===== src/rtl/proc_zbt_writer_pkg.sv =====
// Shared widths, constants and queue entry type for the processed-pixel ZBT write stage.
package proc_zbt_writer_pkg;

  localparam int PIX_PAIR_W = 36;
  localparam int ZBT_ADDR_W = 19;
  localparam int ZBT_WR_LAT = 2;

  // Outside the frame, so it doubles as "no previous address" after reset.
  localparam logic [ZBT_ADDR_W-1:0] ADDR_NONE = 19'h7FFFF;

  typedef struct packed {
    logic [ZBT_ADDR_W-1:0] addr;
    logic [PIX_PAIR_W-1:0] data;
  } wr_entry_t;

  localparam int ENTRY_W = $bits(wr_entry_t);

  function automatic logic [15:0] sat_inc16(input logic [15:0] v);
    return (v == 16'hFFFF) ? v : v + 16'd1;
  endfunction

endpackage


===== src/rtl/proc_wr_fifo.sv =====
// Small synchronous FIFO; a push into a full FIFO only succeeds alongside a pop.
module proc_wr_fifo #(
  parameter int DEPTH = 4,
  parameter int WIDTH = 55,
  localparam int AW = $clog2(DEPTH),
  localparam int CW = AW + 1
) (
  input  logic             clk,
  input  logic             rst_n,
  input  logic             push_i,
  input  logic [WIDTH-1:0] push_dat_i,
  input  logic             pop_i,
  output logic [WIDTH-1:0] pop_dat_o,
  output logic             full_o,
  output logic             empty_o,
  output logic [CW-1:0]    count_o
);

  logic [WIDTH-1:0] mem_q [DEPTH];
  logic [AW-1:0]    wr_ptr_q, wr_ptr_d;
  logic [AW-1:0]    rd_ptr_q, rd_ptr_d;
  logic [CW-1:0]    count_q, count_d;
  logic             do_push, do_pop;

  always_comb begin
    do_pop   = pop_i && (count_q != '0);
    do_push  = push_i && ((count_q != CW'(DEPTH)) || do_pop);
    wr_ptr_d = do_push ? wr_ptr_q + AW'(1) : wr_ptr_q;
    rd_ptr_d = do_pop ? rd_ptr_q + AW'(1) : rd_ptr_q;
    count_d  = count_q + CW'(do_push) - CW'(do_pop);
  end

  always_ff @(posedge clk or negedge rst_n) begin
    if (!rst_n) begin
      wr_ptr_q <= '0;
      rd_ptr_q <= '0;
      count_q  <= '0;
    end else begin
      wr_ptr_q <= wr_ptr_d;
      rd_ptr_q <= rd_ptr_d;
      count_q  <= count_d;
    end
  end

  // Storage needs no reset: nothing is read while the count is zero.
  always_ff @(posedge clk) begin
    if (do_push) begin
      mem_q[wr_ptr_q] <= push_dat_i;
    end
  end

  assign pop_dat_o = mem_q[rd_ptr_q];
  assign full_o    = (count_q == CW'(DEPTH));
  assign empty_o   = (count_q == '0);
  assign count_o   = count_q;

endmodule


===== src/rtl/proc_zbt_writer.sv =====
// Queues processed pixel pairs per distinct address and writes them to ZBT bank 1 in free slots.
// Optional PROC_WR_DROPCNT_EN adds the saturating drop_count port.
module proc_zbt_writer
  import proc_zbt_writer_pkg::*;
#(
  parameter int DEPTH = 4
) (
  input  logic                  clk,
  input  logic                  reset,
  input  logic [PIX_PAIR_W-1:0] two_proc_pixs,
  input  logic [ZBT_ADDR_W-1:0] proc_pix_addr,
  input  logic                  wr_enable,
  input  logic                  zbt_rd_slot,
  output logic [ZBT_ADDR_W-1:0] zbt_addr,
  output logic                  zbt_we,
  output logic [PIX_PAIR_W-1:0] zbt_wdata,
  output logic                  fifo_full,
  output logic                  overflow
`ifdef PROC_WR_DROPCNT_EN
  ,
  output logic [15:0]           drop_count
`endif
);

  localparam int CNT_W = $clog2(DEPTH) + 1;

  wr_entry_t         push_ent, pop_ent;
  logic              fifo_empty, fifo_full_w;
  logic [CNT_W-1:0]  fifo_cnt;
  logic              cap, push, pop, drop;

  logic [ZBT_ADDR_W-1:0] last_addr_q, last_addr_d;
  logic                  zbt_we_q, zbt_we_d;
  logic [ZBT_ADDR_W-1:0] zbt_addr_q, zbt_addr_d;
  logic [PIX_PAIR_W-1:0] iss_dat_q, iss_dat_d;
  logic [ZBT_WR_LAT-1:0][PIX_PAIR_W-1:0] wdat_q, wdat_d;
  logic                  overflow_q, overflow_d;

  // Video timing never stalls: a capture that finds no room is dropped, not held.
  always_comb begin
    cap           = wr_enable && (proc_pix_addr != last_addr_q);
    pop           = !fifo_empty && !zbt_rd_slot;
    push          = cap && (!fifo_full_w || pop);
    drop          = cap && !push;
    push_ent.addr = proc_pix_addr;
    push_ent.data = two_proc_pixs;
  end

  proc_wr_fifo #(
    .DEPTH (DEPTH),
    .WIDTH (ENTRY_W)
  ) u_fifo (
    .clk        (clk),
    .rst_n      (reset),
    .push_i     (push),
    .push_dat_i (push_ent),
    .pop_i      (pop),
    .pop_dat_o  (pop_ent),
    .full_o     (fifo_full_w),
    .empty_o    (fifo_empty),
    .count_o    (fifo_cnt)
  );

  always_comb begin
    last_addr_d = cap ? proc_pix_addr : last_addr_q;
    zbt_we_d    = pop;
    zbt_addr_d  = pop ? pop_ent.addr : zbt_addr_q;
    iss_dat_d   = pop ? pop_ent.data : '0;
    overflow_d  = overflow_q | drop;
    // Data trails the strobe by the ZBT write latency; idle slots carry zero.
    wdat_d      = '0;
    wdat_d[0]   = iss_dat_q;
    for (int i = 1; i < ZBT_WR_LAT; i++) begin
      wdat_d[i] = wdat_q[i-1];
    end
  end

  always_ff @(posedge clk or negedge reset) begin
    if (!reset) begin
      last_addr_q <= ADDR_NONE;
      zbt_we_q    <= 1'b0;
      zbt_addr_q  <= '0;
      iss_dat_q   <= '0;
      wdat_q      <= '0;
      overflow_q  <= 1'b0;
    end else begin
      last_addr_q <= last_addr_d;
      zbt_we_q    <= zbt_we_d;
      zbt_addr_q  <= zbt_addr_d;
      iss_dat_q   <= iss_dat_d;
      wdat_q      <= wdat_d;
      overflow_q  <= overflow_d;
    end
  end

  assign zbt_we    = zbt_we_q;
  assign zbt_addr  = zbt_addr_q;
  assign zbt_wdata = wdat_q[ZBT_WR_LAT-1];
  assign fifo_full = fifo_full_w;
  assign overflow  = overflow_q;

`ifdef PROC_WR_DROPCNT_EN
  logic [15:0] drop_cnt_q, drop_cnt_d;

  always_comb begin
    drop_cnt_d = drop ? sat_inc16(drop_cnt_q) : drop_cnt_q;
  end

  always_ff @(posedge clk or negedge reset) begin
    if (!reset) begin
      drop_cnt_q <= '0;
    end else begin
      drop_cnt_q <= drop_cnt_d;
    end
  end

  assign drop_count = drop_cnt_q;
`endif

  a_cnt_bound: assert property (@(posedge clk) disable iff (!reset) fifo_cnt <= CNT_W'(DEPTH));

endmodule


===== config.mk =====
export PLATFORM = sky130hd
export DESIGN_NAME = proc_zbt_writer
export DESIGN_NICKNAME = d
export VERILOG_FILES = /design/src/rtl/proc_zbt_writer_pkg.sv /design/src/rtl/proc_wr_fifo.sv /design/src/rtl/proc_zbt_writer.sv
export SDC_FILE = /design/constraint.sdc
export NUM_CORES = 1
export LEC_CHECK = 0
export ABC_CLOCK_PERIOD_IN_PS = 3700
export CAP_MARGIN = 20
export CORE_MARGIN = 4
export CORE_UTILIZATION = 55
export CTS_CLUSTER_SIZE = 20
export DETAILED_ROUTE_END_ITERATION = 8
export PLACE_DENSITY = 0.77
export SYNTH_ARGS = -nofsm -noshare
export SYNTH_HDL_FRONTEND = slang
export SYNTH_SLANG_ARGS = --single-unit

===== constraint.sdc =====
create_clock -name clk -period 3.7 [get_ports clk]
set_clock_uncertainty 0.15 [all_clocks]
set_input_delay 0.74 -clock clk [delete_from_list [all_inputs] [get_ports clk]]
set_output_delay 0.74 -clock clk [all_outputs]
set_load 0.01 [all_outputs]

==> impl_metrics.env <==
export IMPL_vias_per_cell=5.331
export IMPL_synth_area_per_cell_um2=20.92
export IMPL_crit_type="in2reg"
export IMPL_grt_max_degree=76
export IMPL_drtIter0Drc=409
export IMPL_h_tree_depth=2
export IMPL_portBuffers=116
export IMPL_yosysWarnings=0
export IMPL_required_ps=3970
export IMPL_path_cells="clkdlybuf4s50_1 > xor2_1 > nor4_1 > nand3_1 > o211a_2 > ha_1 > fa_1 > xnor2_1 > xnor2_1"
export IMPL_cp_slowest_cell="clkdlybuf4s50_1"
export IMPL_cts_resized=0
export IMPL_ys_seq_area_share_pct=80.74
export IMPL_cap_violations=0
export IMPL_slew_headroom_pct=51.25
export IMPL_ir_drop_uv=561.8
export IMPL_combPwrFrac_pct=21.2
export IMPL_p_leak_nw=6.106
export IMPL_final_setup_tns_ps=0
export IMPL_clockRootBuffer="clkbuf_16"
export IMPL_cts_tree="built"
export IMPL_layout_drive_gt1_share_pct=22.85
export IMPL_swShare_pct=25.14
export IMPL_synth_top_area_share_pct=50.76
export IMPL_p_seq_share_pct=48.2
export IMPL_rsz0062_at_grt="no"
export IMPL_cp_max_fo=7
export IMPL_final_common_cell="edfxtp_1"
export IMPL_clock_sinks=375
export IMPL_worst_ep_arrival_time_ps=3390
export IMPL_synth_seq_cells=375
export IMPL_io_pins=117
export IMPL_ant_nets=0
export IMPL_cts_max_path_buffers=3
export IMPL_crit_path_frequent_cell="xnor2_1"
export IMPL_period_minus_slack_ps=3120
export IMPL_clockPowerShare_pct=30.6
export IMPL_hold_buffers=0
export IMPL_layout_common_cells="220 x edfxtp_1, 134 x dfrtp_1, 115 x clkdlybuf4s50_1, 60 x nand2_1, 55 x mux4_2"
export IMPL_synth_edf_count=220
export IMPL_overflow=0
export IMPL_fmax_mhz=320.5
export IMPL_postCtsSetupBuffers=0
export IMPL_syn_inst=622
export IMPL_intPower_mw=9.541
export IMPL_final_nets=839
export IMPL_async_flop_share_pct=41.33
export IMPL_wl_um=23610
export IMPL_antenna_found_initial=0
export IMPL_die_w_um=161.8
export IMPL_rows=56
export IMPL_core_area_mm2=0.02340
export IMPL_dr_total_vias=5971
export IMPL_chipHeight_um=161.8
export IMPL_grt_pass1_wl_um=37210
export IMPL_drv_slew=0
export IMPL_finalCritPeriodShare_pct=84.32
export IMPL_area_growth_pct=22.68
export IMPL_yosys_most_used_dff="edfxtp_1"
export IMPL_tightest_slew_ps=731.3
export IMPL_powerDensity_mw_per_mm2=798.2
export IMPL_end_kind="register"
export IMPL_grt_pass1_vias=6798
export IMPL_dr_pass1_iters=4
export IMPL_power_switching_mw=3.204
export IMPL_start_util_pct=55.61
export IMPL_holdWs_ps=110.7
export IMPL_hold_viol=0
export IMPL_fillCellCount=1510
export IMPL_clkLatencyLatePin_ps=510
export IMPL_yosysUniqueCellTypes=26
export IMPL_routabilityCongestion=0.7577
export IMPL_syn_area_mm2=0.01301
export IMPL_cts_made_buffers=36
export IMPL_clk_pin_slew_ps=60
export IMPL_track_usage_pct=18.49
export IMPL_setup_viol=0
export IMPL_n_antenna_cell=0
export IMPL_synth_area_leader_cell="edfxtp_1"
export IMPL_synth_area_leaders="edfxtp_1 51%, dfrtp_1 26%, mux4_2 9.5%"
export IMPL_start_kind="primary input"
export IMPL_route_detailed_drc=0
export IMPL_holdCritPathClass="in2async"
export IMPL_drt_wirelength_per_cell_um=21.08
export IMPL_max_stage_delay_ps=520
export IMPL_synthesis_nets=688
export IMPL_status="completed"
export IMPL_dp_hpwl_um=14120
export IMPL_dieArea_mm2=0.02619
## power by group through the flow
| stage | sequential, mW | clock [mW] | combinational, mW |
|---|---|---|---|
| 2_1_floorplan | 6.10 | 0 | 1.57 |
| 3_3_place_gp | 6.16 | 0 | 2.66 |
| 3_5_place_dp | 6.24 | 0 | 2.74 |
| 4_1_cts | 6.17 | 3.98 | 2.76 |
| 5_1_grt | 6.26 | 4.18 | 2.91 |
| 6_report | 6.14 | 3.90 | 2.70 |
## critical path, delay by kind of cell
| kind | cells | cell delay [ps] |
|---|---|---|
| XOR/XNOR | 3 | 520 |
| buffers and inverters | 1 | 520 |
| AND/OR/NAND/NOR | 2 | 590 |
| adder cells (fa/ha/maj) | 2 | 640 |
| AO/OA/AOI/OAI | 1 | 370 |
## per-layer routing
layer  global-route usage, %  wire, µm  vias to the layer above
met2                   32.29     12380                      163
met4                   5.075       442                        0
li1                        -         -                     2612
met5                       0         0                        -
met3                   4.314      1216                       36
met1                   23.64      9579                     3160
## path summary, 6_finish.rpt
path                                       start                 to  slack (ps)  cells past startpoint
worst max-delay path            proc_pix_addr[6]  u_fifo.count_o[2]         580                      9
worst min-delay path                       reset       zbt_wdata[7]         110                      1
worst max register to register   last_addr_q[15]  u_fifo.count_o[2]         910                      8
worst min register to register        wdat_d[62]      zbt_wdata[26]         190                      0
max in group asynchronous                  reset      iss_dat_q[35]        2510                      2
min in group clk                      wdat_d[62]      zbt_wdata[26]         190                      0
## flip-flops by register name, summed over array words and instances (netlist names)
register and count:
u_fifo.mem_q 220, iss_dat_q 36, wdat_d 36, zbt_wdata 36
last_addr_q 19, zbt_addr 19, u_fifo.count_o 3, u_fifo.rd_ptr_q 2
u_fifo.wr_ptr_q 2, overflow 1, zbt_we 1
## cells by family after synthesis
| kind of cell | count (synthesis) | share of synthesized area [%] |
|---|---|---|
| AND/OR/NAND/NOR | 109 | 4.057 |
| adder cells (fa/ha/maj) | 7 | 0.7306 |
| multiplexers | 75 | 11.54 |
| XOR/XNOR | 24 | 1.615 |
| AO/OA/AOI/OAI | 3 | 0.2596 |
| buffers and inverters | 29 | 1.058 |
| flip-flops | 375 | 80.74 |
## area by class of cell
cell class	instances	area, µm²	area share [%]
multi-input cells	218	2374	14.87
clock inverters	12	198.9	1.246
inverters	7	26.28	0.1646
clock buffers	54	1112	6.967
repair buffers	135	1343	8.408
flip-flops and latches	375	10510	65.85
well taps	319	399.1	2.500
## stage by stage
stage | std cells | cell area, µm² | setup slack [ps] | power (mW) | utilization (%)
after floorplan | 622 | 13020 | 460.7 | 7.665 | -
after CTS | 1120 | 15970 | 611.2 | 12.91 | 68.23
after detailed placement | 1054 | 14660 | 105.0 | 8.975 | 62.62
final | 1120 | 15970 | 580.3 | 12.74 | 68.23
after global placement | 1054 | 14660 | 166.0 | 8.816 | 62.62
after global routing | 1120 | 15970 | 434.7 | 13.35 | 68.23
## cell usage after synthesis, drive strengths merged, types with 2 or more instances
library cell,instances
edfxtp,220
dfrtp,136
nand2,60
mux4,55
and2,40
mux2,20
dfstp,19
xor2,19
buf,11
clkbuf,11
inv,7
ha,6
xnor2,5
nor4,4
nor3,2
Note: power is estimated with default switching activity, not from simulation.
